`config.mk`:
```
export PLATFORM = sky130hd
export DESIGN_NAME = mem_byte_sequencer
export DESIGN_NICKNAME = d
export VERILOG_FILES = /design/src/rtl/mem_byte_sequencer.sv
export SDC_FILE = /design/constraint.sdc
export NUM_CORES = 1
export LEC_CHECK = 0
export ABC_AREA = 1
export ABC_CLOCK_PERIOD_IN_PS = 2000
export CAP_MARGIN = 20
export CELL_PAD_IN_SITES_DETAIL_PLACEMENT = 2
export CELL_PAD_IN_SITES_GLOBAL_PLACEMENT = 2
export CORE_ASPECT_RATIO = 0.75
export CORE_MARGIN = 10
export CORE_UTILIZATION = 23
export CTS_BUF_LIST = sky130_fd_sc_hd__clkbuf_4
export CTS_CLUSTER_DIAMETER = 50
export DETAILED_ROUTE_END_ITERATION = 10
export GPL_TIMING_DRIVEN = 0
export PLACE_DENSITY = 0.83
export SLEW_MARGIN = 20
export SYNTH_ARGS = -nofsm -noshare
export SYNTH_HDL_FRONTEND = slang
export SYNTH_SLANG_ARGS = --single-unit
```
`constraint.sdc`:
```
create_clock -name clk -period 2 [get_ports clk]
set_input_delay 0.2 -clock clk [delete_from_list [all_inputs] [get_ports clk]]
set_output_delay 0.2 -clock clk [all_outputs]
set_load 0.01 [all_outputs]
```
`src/rtl/mem_byte_sequencer.sv`:
```
// Byte-serial sequencer between a RISC-V load/store port and an 8-bit synchronous memory.
// Splits LB/LH/LW/LBU/LHU/SB/SH/SW into little-endian byte cycles and extends load data.
module mem_byte_sequencer #(
  parameter int ADDR_WIDTH = 11
) (
  input  logic                  clk,
  input  logic                  reset,
  input  logic                  req_valid,
  output logic                  req_ready,
  input  logic                  req_write,
  input  logic [2:0]            req_funct3,
  input  logic [31:0]           req_addr,
  input  logic [31:0]           req_wdata,
  output logic                  resp_valid,
  output logic                  resp_error,
  output logic [31:0]           resp_rdata,
  output logic                  mem_write_enable,
  output logic [ADDR_WIDTH-1:0] mem_write_address,
  output logic [7:0]            mem_write_data,
  output logic [ADDR_WIDTH-1:0] mem_read_address,
  input  logic [7:0]            mem_read_data
);

  typedef enum logic [1:0] {IDLE, READ, WRITE, RESP} state_t;

  state_t                state_q, state_d;
  logic [ADDR_WIDTH-1:0] base_q, base_d;
  logic [31:0]           wdata_q, wdata_d;
  logic [31:0]           rdata_q, rdata_d;
  logic [2:0]            funct3_q, funct3_d;
  logic                  write_q, write_d;
  logic                  err_q, err_d;
  logic [2:0]            cnt_q, cnt_d;

  logic                  legal;
  logic                  aligned;
  logic [2:0]            size_n;
  logic [ADDR_WIDTH-1:0] cur_addr;
  logic [31:0]           ext_rdata;

  logic                  unused_addr_bits;
  assign unused_addr_bits = ^req_addr[31:ADDR_WIDTH];

  always_comb begin
    if (req_write) legal = (req_funct3 == 3'b000) || (req_funct3 == 3'b001) || (req_funct3 == 3'b010);
    else           legal = (req_funct3 == 3'b000) || (req_funct3 == 3'b001) || (req_funct3 == 3'b010) ||
                           (req_funct3 == 3'b100) || (req_funct3 == 3'b101);
    case (req_funct3[1:0])
      2'b01:   aligned = (req_addr[0] == 1'b0);
      2'b10:   aligned = (req_addr[1:0] == 2'b00);
      default: aligned = 1'b1;
    endcase
  end

  always_comb begin
    case (funct3_q[1:0])
      2'b00:   size_n = 3'd1;
      2'b01:   size_n = 3'd2;
      default: size_n = 3'd4;
    endcase
    cur_addr = base_q + ADDR_WIDTH'(cnt_q);
    case (funct3_q[1:0])
      2'b00:   ext_rdata = funct3_q[2] ? {24'h0, rdata_q[7:0]}  : {{24{rdata_q[7]}}, rdata_q[7:0]};
      2'b01:   ext_rdata = funct3_q[2] ? {16'h0, rdata_q[15:0]} : {{16{rdata_q[15]}}, rdata_q[15:0]};
      default: ext_rdata = rdata_q;
    endcase
  end

  always_comb begin
    state_d           = state_q;
    base_d            = base_q;
    wdata_d           = wdata_q;
    rdata_d           = rdata_q;
    funct3_d          = funct3_q;
    write_d           = write_q;
    err_d             = err_q;
    cnt_d             = cnt_q;
    req_ready         = (state_q == IDLE) && !reset;
    resp_valid        = 1'b0;
    resp_error        = 1'b0;
    resp_rdata        = '0;
    mem_write_enable  = 1'b0;
    mem_write_address = '0;
    mem_write_data    = '0;
    mem_read_address  = '0;

    case (state_q)
      IDLE: begin
        if (req_valid && req_ready) begin
          base_d   = req_addr[ADDR_WIDTH-1:0];
          wdata_d  = req_wdata;
          funct3_d = req_funct3;
          write_d  = req_write;
          cnt_d    = '0;
          rdata_d  = '0;
          err_d    = !legal || !aligned;
          if (err_d)          state_d = RESP;
          else if (req_write) state_d = WRITE;
          else                state_d = READ;
        end
      end
      WRITE: begin
        mem_write_enable  = 1'b1;
        mem_write_address = cur_addr;
        mem_write_data    = wdata_q[{cnt_q[1:0], 3'b000} +: 8];
        cnt_d             = cnt_q + 3'd1;
        if (cnt_q == size_n - 3'd1) state_d = RESP;
      end
      READ: begin
        // Address for byte k goes out while byte k-1 returns, so this state runs N+1 cycles.
        if (cnt_q < size_n) mem_read_address = cur_addr;
        if (cnt_q != 3'd0) rdata_d[{cnt_q[1:0] - 2'd1, 3'b000} +: 8] = mem_read_data;
        cnt_d = cnt_q + 3'd1;
        if (cnt_q == size_n) state_d = RESP;
      end
      RESP: begin
        resp_valid = 1'b1;
        resp_error = err_q;
        resp_rdata = (err_q || write_q) ? 32'h0 : ext_rdata;
        state_d    = IDLE;
      end
      default: state_d = IDLE;
    endcase

    // Reset must block the write already being presented in the current cycle.
    if (reset) begin
      mem_write_enable  = 1'b0;
      mem_write_address = '0;
      mem_write_data    = '0;
      mem_read_address  = '0;
      resp_valid        = 1'b0;
      resp_error        = 1'b0;
      resp_rdata        = '0;
    end
  end

  always_ff @(posedge clk) begin
    if (reset) begin
      state_q  <= IDLE;
      base_q   <= '0;
      wdata_q  <= '0;
      rdata_q  <= '0;
      funct3_q <= '0;
      write_q  <= 1'b0;
      err_q    <= 1'b0;
      cnt_q    <= '0;
    end else begin
      state_q  <= state_d;
      base_q   <= base_d;
      wdata_q  <= wdata_d;
      rdata_q  <= rdata_d;
      funct3_q <= funct3_d;
      write_q  <= write_d;
      err_q    <= err_d;
      cnt_q    <= cnt_d;
    end
  end

endmodule

```
; ---- Yosys cells after proc, flatten, opt, wreduce, memory -nomap -nowiden
; Cells that the tools add are included.
[totals]
ff_bits = 85
out_inout_bits = 66
wordCells = 91
[classes]
add_sub_neg = 5
n_lt_le_gt_ge = 1
n_eq_ne = 16
shifts = 3
muxes = 34
bitwise_logic = 1
reduce_logical = 23
[ops]
columns = operator, n
row1 = 32-bit two-way mux, 7
row2 = 32-bit case mux with 2 select lines, 2
row3 = 11-bit two-way mux, 5
row4 = 32-bit bitwise mux, 1
row5 = 8-bit by 7-bit variable shift with 32-bit output (first input constant), 1
row6 = 32-bit by 6-bit variable part select with 8-bit output, 1
row7 = 8-bit by 7-bit variable part select with 32-bit output, 1
row8 = 8-bit two-way mux, 2
row9 = 3-bit case mux with 2 select lines, 2
row10 = 11-bit by 3-bit adder with 11-bit output, 1
row11 = 2-bit two-way mux, 5
row12 = 2-bit case mux with 4 select lines, 1
row13 = 1-bit two-way mux, 7
row14 = 5-bit negator with 7-bit output, 1
row15 = 2-bit by 1-bit == test with 1-bit output (second input constant), 3
row16 = 2-bit == test (second input constant), 3
row17 = 3-bit == test, 2
row18 = 3-bit == test (second input constant), 2
row19 = 2-bit logical NOT, 3
row20 = 1-bit logical OR, 6
row21 = 2-bit != test (second input constant), 3
row22 = 3-bit AND reduction, 2
row23 = 2-bit AND reduction, 2
row24 = 2-bit nonzero test, 2
row25 = 15 further kinds, 18

; ---- Depth between registers and ports, before layout
; Gate-level depths: netlist of run 1.
[depth]
depth_word = 11
mapped_depth = 13

; ---- Least setup slack after synthesis of run 1
; Ideal clock, no wire load.
[synth_path]
path_type = register to register
from = register cnt_q[0]
to = register rdata_q[18]
arrival_time_ns = 2.002
required_ns = 1.935
slack_ns = -0.067
stages_incl_launch_ff = 10
path_cell_list = dfxtp_1 buf_2 clkinv_1 clkbuf_1 ha_1 nor3_2 nand3_1 nand3_1 nand2_1 nor2_1
[synth_between]
elab_chain_len = 6
[synth_rtl]
columns = element, line_no
row1 = from (decl), 33  ; logic [2:0] cnt_q, cnt_d;
row2 = from (signal assigned), 155  ; cnt_q <= cnt_d;
row3 = 2-bit by 1-bit subtractor with 2-bit output, 112  ; if (cnt_q != 3'd0) rdata_d[{cnt_q[1:0] - 2'd1, 3'b000} +: 8] = mem_read_data;
row4 = 5-bit negator with 7-bit output, 112
row5 = 8-bit by 7-bit variable part select with 32-bit output / 8-bit by 7-bit variable shift with 32-bit output (equally long branches), 112
row6 = 32-bit bitwise mux, 112
row7 = 32-bit two-way mux, 112
row8 = 32-bit case mux with 2 select lines, 87  ; case (state_q)
row9 = to (signal assigned), 151  ; rdata_q <= rdata_d;
row10 = to (decl), 29  ; logic [31:0] rdata_q, rdata_d;
; Parallel ways exist; a longest one is shown, timed or not. The select of a mux whose other input is x is not followed.
; A chain may end at the register's enable or synchronous reset.

; ---- Worst setup path in the final report of run 1
[layout_path]
from = register state_q[1]
to = output port mem_read_address[4]
[layout_between]
elab_chain_len = 3
[layout_rtl]
columns = element, line_no
row1 = from (decl), 26  ; state_t state_q, state_d;
row2 = from (signal assigned), 148  ; state_q <= state_d;
row3 = 2-bit by 1-bit == test with 1-bit output, 87
row4 = 11-bit two-way mux, 87
row5 = 11-bit two-way mux, 126  ; if (reset) begin
row6 = to (decl), 20  ; output logic [ADDR_WIDTH-1:0] mem_read_address,
; No other way between the ends.

==> results of run 1 <==
## power by group through the flow
stage          logic (uW)  registers, uW  clock network [uW]
2_1_floorplan        2490           2410                   0
3_3_place_gp         3480           2470                   0
3_5_place_dp         3660           2500                   0
4_1_cts              4410           2500                1050
5_1_grt              6590           2630                1180
6_report             6190           2590                1090
## worst max path at each step
stage,start,to,slack [ps],depth (start not counted)
floorplan,cnt_q[1],rdata_q[0],8,9
global placement,cnt_q[0],mem_read_address[6],-1200,8
detailed placement,cnt_q[0],mem_read_address[4],-1190,8
CTS,cnt_q[0],mem_write_address[10],-450,10
global route,state_q[1],mem_read_address[8],-590,8
finish,state_q[1],mem_read_address[4],-490,8
## layer usage
layer  part of all wire [%]  global-route usage (%)  wire length [um]  vias up
met5                      0                       0                 0        -
met4                    3.4                    5.04               975        0
met3                    6.2                    4.16              1790       74
met2                     48                    27.7             13600      245
met1                     43                    21.4             12300     2953
li1                       -                       -                 -     2706
## worst register-to-register path, cell delays in order (launching register included)
cell	delay, ps
dfxtp_4	410
buf_4	140
nor2_4	160
buf_4	160
clkinv_4	90
ha_1	380
nand2_1	140
nand2_1	70
nor2_1	120
nand3_1	150
nand2_2	130
nand2_1	120
nand2_1	90
nand2_1	70
nor2_2	120
## synthesized netlist by cell type, types with 2 or more instances
| cell | number | area (um2) |
|---|---|---|
| clkbuf_1 | 21 | 78.8 |
| dfxtp_1 | 85 | 1700 |
| nor2_4 | 2 | 22.5 |
| inv_1 | 98 | 368 |
| a31oi_1 | 2 | 12.5 |
| nand2_1 | 166 | 623 |
| xor2_1 | 4 | 35.0 |
| buf_2 | 14 | 70.1 |
| o21ai_0 | 52 | 260 |
| nor2_1 | 79 | 297 |
| a21oi_1 | 81 | 405 |
| nor3_1 | 2 | 10.0 |
| nor3_2 | 2 | 20.0 |
| ha_1 | 20 | 250 |
| clkinv_1 | 3 | 11.3 |
| nand2_2 | 4 | 25.0 |
| nand3_1 | 81 | 405 |
## cell families after synthesis
kind of cell	count (synthesis)	synth area share (%)
buf+inv	140	11.7
fa+ha+maj	21	5.71
xor+xnor	5	0.926
compound gates	139	15.0
flops	85	36.0
simple gates	343	30.7
## final cells by class
| class | instances | area [um2] | area share (%) |
|---|---|---|---|
| Multi-Input combinational cell | 508 | 3290 | 42.2 |
| Sequential cell | 85 | 1730 | 22.2 |
| Timing Repair Buffer | 178 | 1570 | 20.1 |
| Inverter | 103 | 440 | 5.65 |
| Tap cell | 258 | 323 | 4.14 |
| Buffer | 35 | 299 | 3.84 |
| Clock buffer | 9 | 67.6 | 0.867 |
| Clock inverter | 7 | 65.1 | 0.835 |
| Timing Repair inverter | 1 | 11.3 | 0.145 |
| Antenna cell | 1 | 2.50 | 0.0321 |
## sequential cells by signal, indices dropped and copies added (netlist names)
| name | flops |
|---|---|
| write_q | 1 |
| rdata_q | 32 |
| cnt_q | 3 |
| base_q | 11 |
| wdata_q | 32 |
| funct3_q | 3 |
| state_q | 2 |
| err_q | 1 |
## metrics by stage
stage | hold WS (ps) | TNS, ps | util (%)
6_report | 191 | -19710 | 38.5
5_1_grt | 167 | -26420 | 38.5
4_1_cts | 192 | -10490 | 34.3
3_5_place_dp | 450 | -67750 | 31.2
3_3_place_gp | 442 | -66350 | 31.2
2_1_floorplan | 278 | 0 | -
## repair_timing
item	in CTS	in global routing
buffers inserted	29	23
pin swaps	29	53
setup endpoints to repair	111	101
resized for setup	399	172
cloned	2	3
==> metrics.md, run 1 <==
| Metric | Value |
|---|---|
| Run status | finished, violations left |
| Failing checks | negative setup slack |
| GPL Wtd Cong | 0.793 |
| Post-synthesis register bit count | 85 |
| Max-cap viol count | 0 |
| Via density | between 5 and 6 |
| Most common cell after layout, fill and taps aside | nand2_1 |
| Die area | 0.0268 mm2 |
| Hold_buf cts | 0 |
| RSZ-0062 raised after global routing | true |
| HPWL after DPL | roughly 15 mm |
| Commonest non-fill, non-tap cells in the layout | nand2_1, inv_1, dfxtp_1 |
| Pleak | 0.00335 uW |
| # placed instances | 1114 |
| Final hold vios | 0 |
| Number of antenna violations at the first check in global routing | 1 |
| CP Class | reg -> out |
| Peak Freq | 0.401 GHz |
| Worst setup EP type | output pin |
| DRC viols | 0 |
| Tot Pwr | ~9900 uW |
| Rows | 45 |
| Final nets | 1021 |
| R2R Setup Slk | -410 ps |
| Peak VDD IR | around 0.35 mV |
| Ports | roughly 150 |
| Synth Flop Type | dfxtp_1 |
| Fin worst setup slack | -493 ps |
| Buffers on Ports | between 100 and 150 |
| Top Family by Delay on Critical Path | buffers and inverters |
| CTS Root Cell | clkbuf_4 |
| NetSw | 5050 uW |
| Fraction of layout cells with a size suffix above 1 | 34.9% |
| Worst hold path endpoint | wdata_q[6] |
| Buf/Inv on CP | 5 |
| Sequential power share | 26.2% |
| Cell chain of the critical path | inv_2, ha_1, clkbuf_4, o2111ai_4, clkbuf_8, buf_8, nor2_4, buf_6 |
| Hold path cells | 3 |
| Area growth, synth to finish | 64.7% |
| Placed cell areas | 0.00630 mm2 |
| Die X | roughly 190 um |
| Worst R2R Start | funct3_q[1] |
| Critical path data arrival time | between 2000 and 2500 ps |
| EDFF count, synth | 0 |
| Synth async-reset ratio | 0% |
| Mapped Cells | 733 |
| Reg2reg end | state_q[0] |
| Final antenna-violating net count | 0 |
| Synth unique cells | 34 |
| Sw frac | 51.2% |
| Slowest CP cell | dfxtp_4 |
| Comb pwr share | 62.8% |
| Crit-path max FO | 9 |
| Vias post-DR | 5978 |
| Cell area after layout | 0.00779 mm2 |
| Startpoint types | flop |
| Pin count of the biggest net entering global routing | 18 |
| Clock Latency Late Sink | 560 ps |
| Final Max Slew Viols | 0 |
| DR WL/cell | 24.2 um |
| Fin cells | around 1200 |
| Grt ovf | 0 |
| Initial Utilization | 23.4% |
| Avg Cell Area, Syn | ~6.5 um2 |
| Die H | 144 um |
| Post-Route WL | 28.6 mm |
| # clock sinks | 85 |
| Synthesized Nets | 833 |
| Min-delay worst type | in -> reg |
| Fin crit share | 125% |
| Worst Path Required | 1800 ps |
| Worst-Margin Slew | between 700 and 800 ps |
| Reg2reg path depth | 14 |
| Cts bufs inserted | 9 |
| Cell Area, Synth | 0.00473 mm2 |
| First-pass GRT wire length | 35.0 mm |
| Skew final | 35.3 ps |
| Clock transition at the registers of the reported paths | 190 ps |
| Vias in the first global route | 6141 |
| Clk pwr share | 11.0% |
| Hold Startpoint | req_wdata[6] |
| Clk buf depth | 2 |
| Relative slew slack | 52.5% |
| CTS tree | built |
| CORE AREA | 0.0202 mm2 |
| Clock period minus worst slack | about 2500 ps |
| Synth Warn # | 0 |
| Sequential share of the synthesized area | 36.0% |
| Setup WS pre-CTS | -1190 ps |
| # H-tree levels | 3 |
| Slowest stage delay, CP | 410 ps |
| Initial DRC Count | 439 |
| Internal Pwr Total | 4820 uW |
| Fillers | between 2000 and 2500 |
| GRT Overall Usage | 16.9% |
| 1st-pass router iterations | 4 |
| Endpoints failing setup | 100 |
| Pwr dens | 1270 mW/mm2 |
Power figures use the tool's default switching activity.
==> inputs of run 2 (changes only) <==
CORE_ASPECT_RATIO = unset   (was 0.75)
SLEW_MARGIN = unset   (was 20)
TNS_END_PERCENT = 1   (was unset)
==> run 2 against run 1 <==
Effect of this change:
- die area down 0.22%
- hold slack better by 22 ps
- via count fell by 10%
- cell count is 1.5% lower
- clock skew decreased by 7.9 ps
- combinational power decreased by 27%
- sequential cell count did not move
- clock power grew 6%
- the run still ends with negative setup slack left
- final area down 9.5%
==> metrics.md, run 2 (synthesis results as in run 1) <==
| Metric | Value |
|---|---|
| Run status | finished, violations left |
| Failing checks | negative setup slack |
| Die H | 163 um |
| Fin crit share | 120% |
| Die area | 0.0267 mm2 |
| Final hold vios | 0 |
| Final nets | about 990 |
| Peak VDD IR | roughly 0.44 mV |
| Vias post-DR | between 5000 and 6000 |
| Met3 Routed Length | 1.13 mm |
| CTS tree | built |
| 1st-pass router iterations | 4 |
| Number of antenna violations at the first check in global routing | 1 |
| Fraction of layout cells with a size suffix above 1 | 23.7% |
| Reg2reg path depth | 11 |
| Relative slew slack | a little over 60% |
| Final antenna-violating net count | 0 |
| Placed cell areas | about 0.0063 mm2 |
| Hold path cells | 3 |
| Pleak | 0.00311 uW |
| GRT Overall Usage | 15.4% |
| Endpoints failing setup | 47 |
| Crit-path max FO | 5 |
| Pwr dens | 1160 mW/mm2 |
| Top routing layer used | met4 |
| CP Class | reg -> out |
| Initial DRC Count | 169 |
| Hold slack final | 213 ps |
| Min-delay worst type | in -> reg |
| Most common cell after layout, fill and taps aside | nand2_1 |
| CTS Root Cell | clkbuf_4 |
| Worst R2R Start | cnt_q[0] |
| HPWL after DPL | 15.2 mm |
| Startpoint types | flop |
| Rows | 52 |
| CORE AREA | 0.0202 mm2 |
| Area growth, synth to finish | 49.1% |
| # clock sinks | 85 |
| Largest regs | rdata_q: 32 flops, wdata_q: 32 flops, base_q: 11 flops |
| GPL Wtd Cong | slightly below 0.8 |
| Final Max Slew Viols | 0 |
| Clock transition at the registers of the reported paths | 170 ps |
| Skew final | around 27 ps |
| Cts bufs inserted | 9 |
| DRC viols | 0 |
| Initial Utilization | 23.4% |
| # H-tree levels | 3 |
| Worst-Margin Slew | around 570 ps |
| Fillers | 2397 |
| First-pass GRT wire length | roughly 32 mm |
| RSZ-0062 raised after global routing | true |
| Crit path from | cnt_q[0] |
| Met1 WL | 8.91 mm |
| DR WL/cell | 18.0 um |
| Die X | 163 um |
| Critical path data arrival time | around 2200 ps |
| Commonest non-fill, non-tap cells in the layout | nand2_1, inv_1, nand3_1, dfxtp_1, nor2_1 |
| Cell area after layout | between 0.007 and 0.008 mm2 |
| Ports | 145 |
| Buffers on Ports | 123 |
| Hold Startpoint | req_wdata[25] |
| Via density | around 4.6 |
| Clock period minus worst slack | 2410 ps |
| Hold_buf cts | 0 |
| Post-Route WL | between 20 and 25 mm |
| Worst Path Required | around 1800 ps |
| Grt ovf | 0 |
| Pin count of the biggest net entering global routing | 18 |
| Peak Freq | 0.415 GHz |
| Max-cap viol count | 0 |
| Metal2 WL | 10.7 mm |
| Vias in the first global route | roughly 5900 |
| Clock Latency Late Sink | 510 ps |
| Clk buf depth | 2 |
| Fin worst setup slack | -407 ps |
| Worst setup EP type | output pin |
[run 2: changes by cell type in the layout (fill, tap and decap cells not counted), moves of 9 or more]
cell and delta:
a21oi_1 +25, a21oi_2 -18, buf_4 -10, buf_6 -20, nand2_1 +13, nor2_1 +13
nor2_4 -9
[run 2: where the power goes]
group	switching, uW	internal, uW	total [uW]
logic	2800	1690	4490
clock network	743	415	1160
registers	279	2230	2510
total	3820	4330	8150
[run 2: per-layer routing]
layer	global-route usage (%)	vias to the layer above
li1	-	2639
met1	18.0	2613
met2	27.0	110
met3	4.48	18
met4	3.40	0
met5	0	-
[run 2: layout make-up]
type / instances / area, um2 / share of cell area, %
antenna: 1 / 2.50 / 0.0355
buffer: 37 / 313 / 4.44
clock buffer: 9 / 67.6 / 0.958
clock inverter: 7 / 88.8 / 1.26
inverter: 103 / 423 / 6.00
multi-input combinational: 508 / 2880 / 40.9
sequential: 85 / 1730 / 24.5
tap: 270 / 338 / 4.79
timing repair buffer: 147 / 1210 / 17.2
[run 2: timing repair]
action | CTS | global route
gates cloned | 1 | 0
setup endpoints to repair | 113 | 115
setup buffers | 23 | 0
pin swaps | 16 | 18
resized for setup | 350 | 42
endpoints found under the hold margin | 0 | 0
[run 2: critical path, stage by stage (launching register included)]
cell	delay (ps)
dfxtp_4	430
buf_12	130
clkinv_8	60
clkbuf_16	160
ha_4	160
o2111ai_4	300
buf_8	150
buf_6	90
nor2_1	30
buf_2	150
[run 2: stage by stage]
step           setup slack, ps  setup TNS, ps  power (uW)  cells  util (%)
2_1_floorplan            -35.2           -437        4900    733         -
5_1_grt                   -536         -20690        8910   1167      34.8
3_5_place_dp             -1350         -86000        6120   1126      31.2
6_report                  -407         -11410        8150   1167      34.8
4_1_cts                   -439         -13000        7990   1166      34.2
3_3_place_gp             -1270         -77970        5930   1126      31.2
[run 2: final timing paths]
kind,end,slack [ps]
worst min register to register,wdata_q[21],470
worst max-delay path,mem_read_address[2],-410
worst max register to register,rdata_q[3],-20
worst min-delay path,wdata_q[25],210
==> inputs of run 3 (changes only) <==
ABC_CLOCK_PERIOD_IN_PS = 1930   (was 2000)
SETUP_SLACK_MARGIN = 0.2   (was unset)
clock period = 1.93 ns   (was 2 ns; I/O delays follow)
==> run 3 against run 2 <==
Effect of this change:
- the run still ends with negative setup slack left
- utilization grew 0.78 points
- non-clock buffer count up 16
- first-iteration DRC count increased by 43%
- via count is 3.8% higher
- sequential power increased by 4%
- final area increased by 2.2%
- clock skew decreased by 3.3 ps
- combinational power increased by 15%
- die area did not move
- cell count up 1.5%
==> metrics.md, run 3 (synthesis results as in run 1) <==
| Metric | Value |
|---|---|
| Run status | finished, violations left |
| Failing checks | negative setup slack |
| Buffers on Ports | 123 |
| Commonest non-fill, non-tap cells in the layout | nand2_1, inv_1, dfxtp_1 |
| Die X | around 160 um |
| Largest regs | rdata_q: 32 flops, wdata_q: 32 flops, base_q: 11 flops |
| Worst setup EP type | output pin |
| Clock Latency Late Sink | 510 ps |
| Skew final | 24.0 ps |
| Vias post-DR | ~5600 |
| First-pass GRT wire length | approximately 34 mm |
| Die area | 0.0267 mm2 |
| CP Class | reg -> out |
| GRT Overall Usage | 16.3% |
| Number of antenna violations at the first check in global routing | 3 |
| Hold path cells | 3 |
| Fin worst setup slack | -533 ps |
| Initial Utilization | 23.4% |
| Final antenna-violating net count | 0 |
| Cell chain of the critical path | ha_4, fa_2, xnor2_1, nor2_1, dlygate4sd2_1 |
| Clock period minus worst slack | 2460 ps |
| Min-delay worst type | in -> reg |
| CTS tree | built |
| Final Max Slew Viols | 0 |
| Grt ovf | 0 |
| Post-Route WL | about 24 mm |
| Die H | 163 um |
| GPL Wtd Cong | 0.820 |
| Multi-input logic area | 0.00296 mm2 |
| Area growth, synth to finish | 52.4% |
| Startpoint types | flop |
| Top Family by Delay on Critical Path | adder cells |
| Rows | 52 |
| Slowest stage delay, CP | 410 ps |
| Worst-Margin Slew | slightly above 600 ps |
| 1st-pass router iterations | 4 |
| RSZ-0062 raised after global routing | true |
| CORE AREA | 0.0202 mm2 |
| Clk buf depth | 2 |
| Vias in the first global route | 6045 |
| Pin count of the biggest net entering global routing | 18 |
| Fin crit share | 128% |
| Worst hold path endpoint | wdata_q[4] |
| Final hold vios | 0 |
| Critical path data arrival time | 2270 ps |
| Fraction of layout cells with a size suffix above 1 | 27.5% |
| Slowest CP cell | dfxtp_4 |
| Relative slew slack | 58.6% |
| # H-tree levels | 3 |
| # clock sinks | 85 |
| DR WL/cell | 20.4 um |
| Endpoints failing setup | just under 100 |
| Reg2reg path depth | 19 |
| Initial DRC Count | approximately 240 |
| DRC viols | 0 |
| Max-cap viol count | 0 |
| Register area | 0.00173 mm2 |
| Setup WS pre-CTS | -876 ps |
| Fillers | 2379 |
| Worst R2R Start | funct3_q[0] |
| Crit-path max FO | 3 |
| Hold_buf cts | 0 |
| Clock transition at the registers of the reported paths | between 150 and 200 ps |
| CTS Root Cell | clkbuf_4 |
| Hold Startpoint | req_wdata[4] |
| Via density | between 4 and 5 |
| Peak Freq | a little over 0.4 GHz |
| Final nets | between 1000 and 1500 |
| HPWL after DPL | about 15 mm |
| Pwr dens | between 1000 and 1500 mW/mm2 |
| Reg2reg end | state_q[1] |
| Ports | 145 |
| Cts bufs inserted | 9 |
| Most common cell after layout, fill and taps aside | nand2_1 |
| Pleak | 0.00316 uW |
| Worst Path Required | 1740 ps |
| R2R Setup Slk | -470 ps |
| Peak VDD IR | 0.384 mV |
| Buf/Inv on CP | 1 |
| Final core occ | 35.6% |
-- run 3: cell types whose count changed in the layout (fill, tap and decap cells not counted), sizes merged --
cell	before	now
buf	89	110
dlygate4sd2	10	4
clkbuf	29	32
clkdlybuf4s15	8	6
clkinvlp	1	3
bufinv	1	0
clkdlybuf4s50	56	57
diode	1	2
dlymetal6s2s	1	0
inv	104	103
-- run 3: how the worst max path moves through the flow --
stage	cells after the start	from	slack, ps	end
3_5_place_dp	7	reset	-880	resp_rdata[26]
3_3_place_gp	7	reset	-850	mem_write_data[7]
6_report	5	cnt_q[0]	-530	mem_write_address[2]
2_1_floorplan	7	state_q[0]	200	resp_rdata[21]
5_1_grt	19	funct3_q[0]	-590	state_q[1]
4_1_cts	10	cnt_q[0]	-520	mem_read_address[10]
-- run 3: layout make-up --
| cell class | instances | area share (%) |
|---|---|---|
| clock buffers | 9 | 0.937 |
| diodes | 2 | 0.0694 |
| plain buffers | 37 | 4.22 |
| clock inverters | 7 | 0.903 |
| flip-flops and latches | 85 | 23.9 |
| multi-input cells | 508 | 41.1 |
| inverters | 103 | 5.99 |
| repair buffers | 163 | 18.2 |
| well taps | 270 | 4.69 |
-- run 3: per-stage QoR --
step                      hold slack (ps)  instance area, um2  TNS (ps)  power, uW  cells
after floorplan                       271                4790         0       5140    733
after global placement                441                6350    -49030       6250   1126
after detailed placement              451                6350    -53500       6460   1126
after CTS                             184                6820    -19250       8120   1169
after global routing                  193                7210    -33700       9560   1184
final                                 205                7210    -25300       8870   1184
-- run 3: per-layer routing --
| layer | routed length, um | vias up | GRT usage, % |
|---|---|---|---|
| met4 | 764 | 0 | 6.60 |
| li1 | - | 2677 | - |
| met1 | 9430 | 2721 | 17.1 |
| met2 | 12700 | 142 | 30.2 |
| met3 | 1240 | 44 | 3.93 |
| met5 | 0 | - | 0 |
-- run 3: power by group --
part,switching (uW),internal [uW]
combinational,3250,1940
sequential,307,2310
clock,767,298
total,4320,4540
-- run 3: tightest hold or removal path, stage by stage --
cell	delay [ps]
clkdlybuf4s50_1	390
nand2_1	60
nand2_1	40
-- run 3: timing repair --
item	CTS	global route
setup endpoints to repair	149	151
buffers inserted	26	13
gates cloned	1	0
gates resized for setup	343	90
pin swaps	25	40
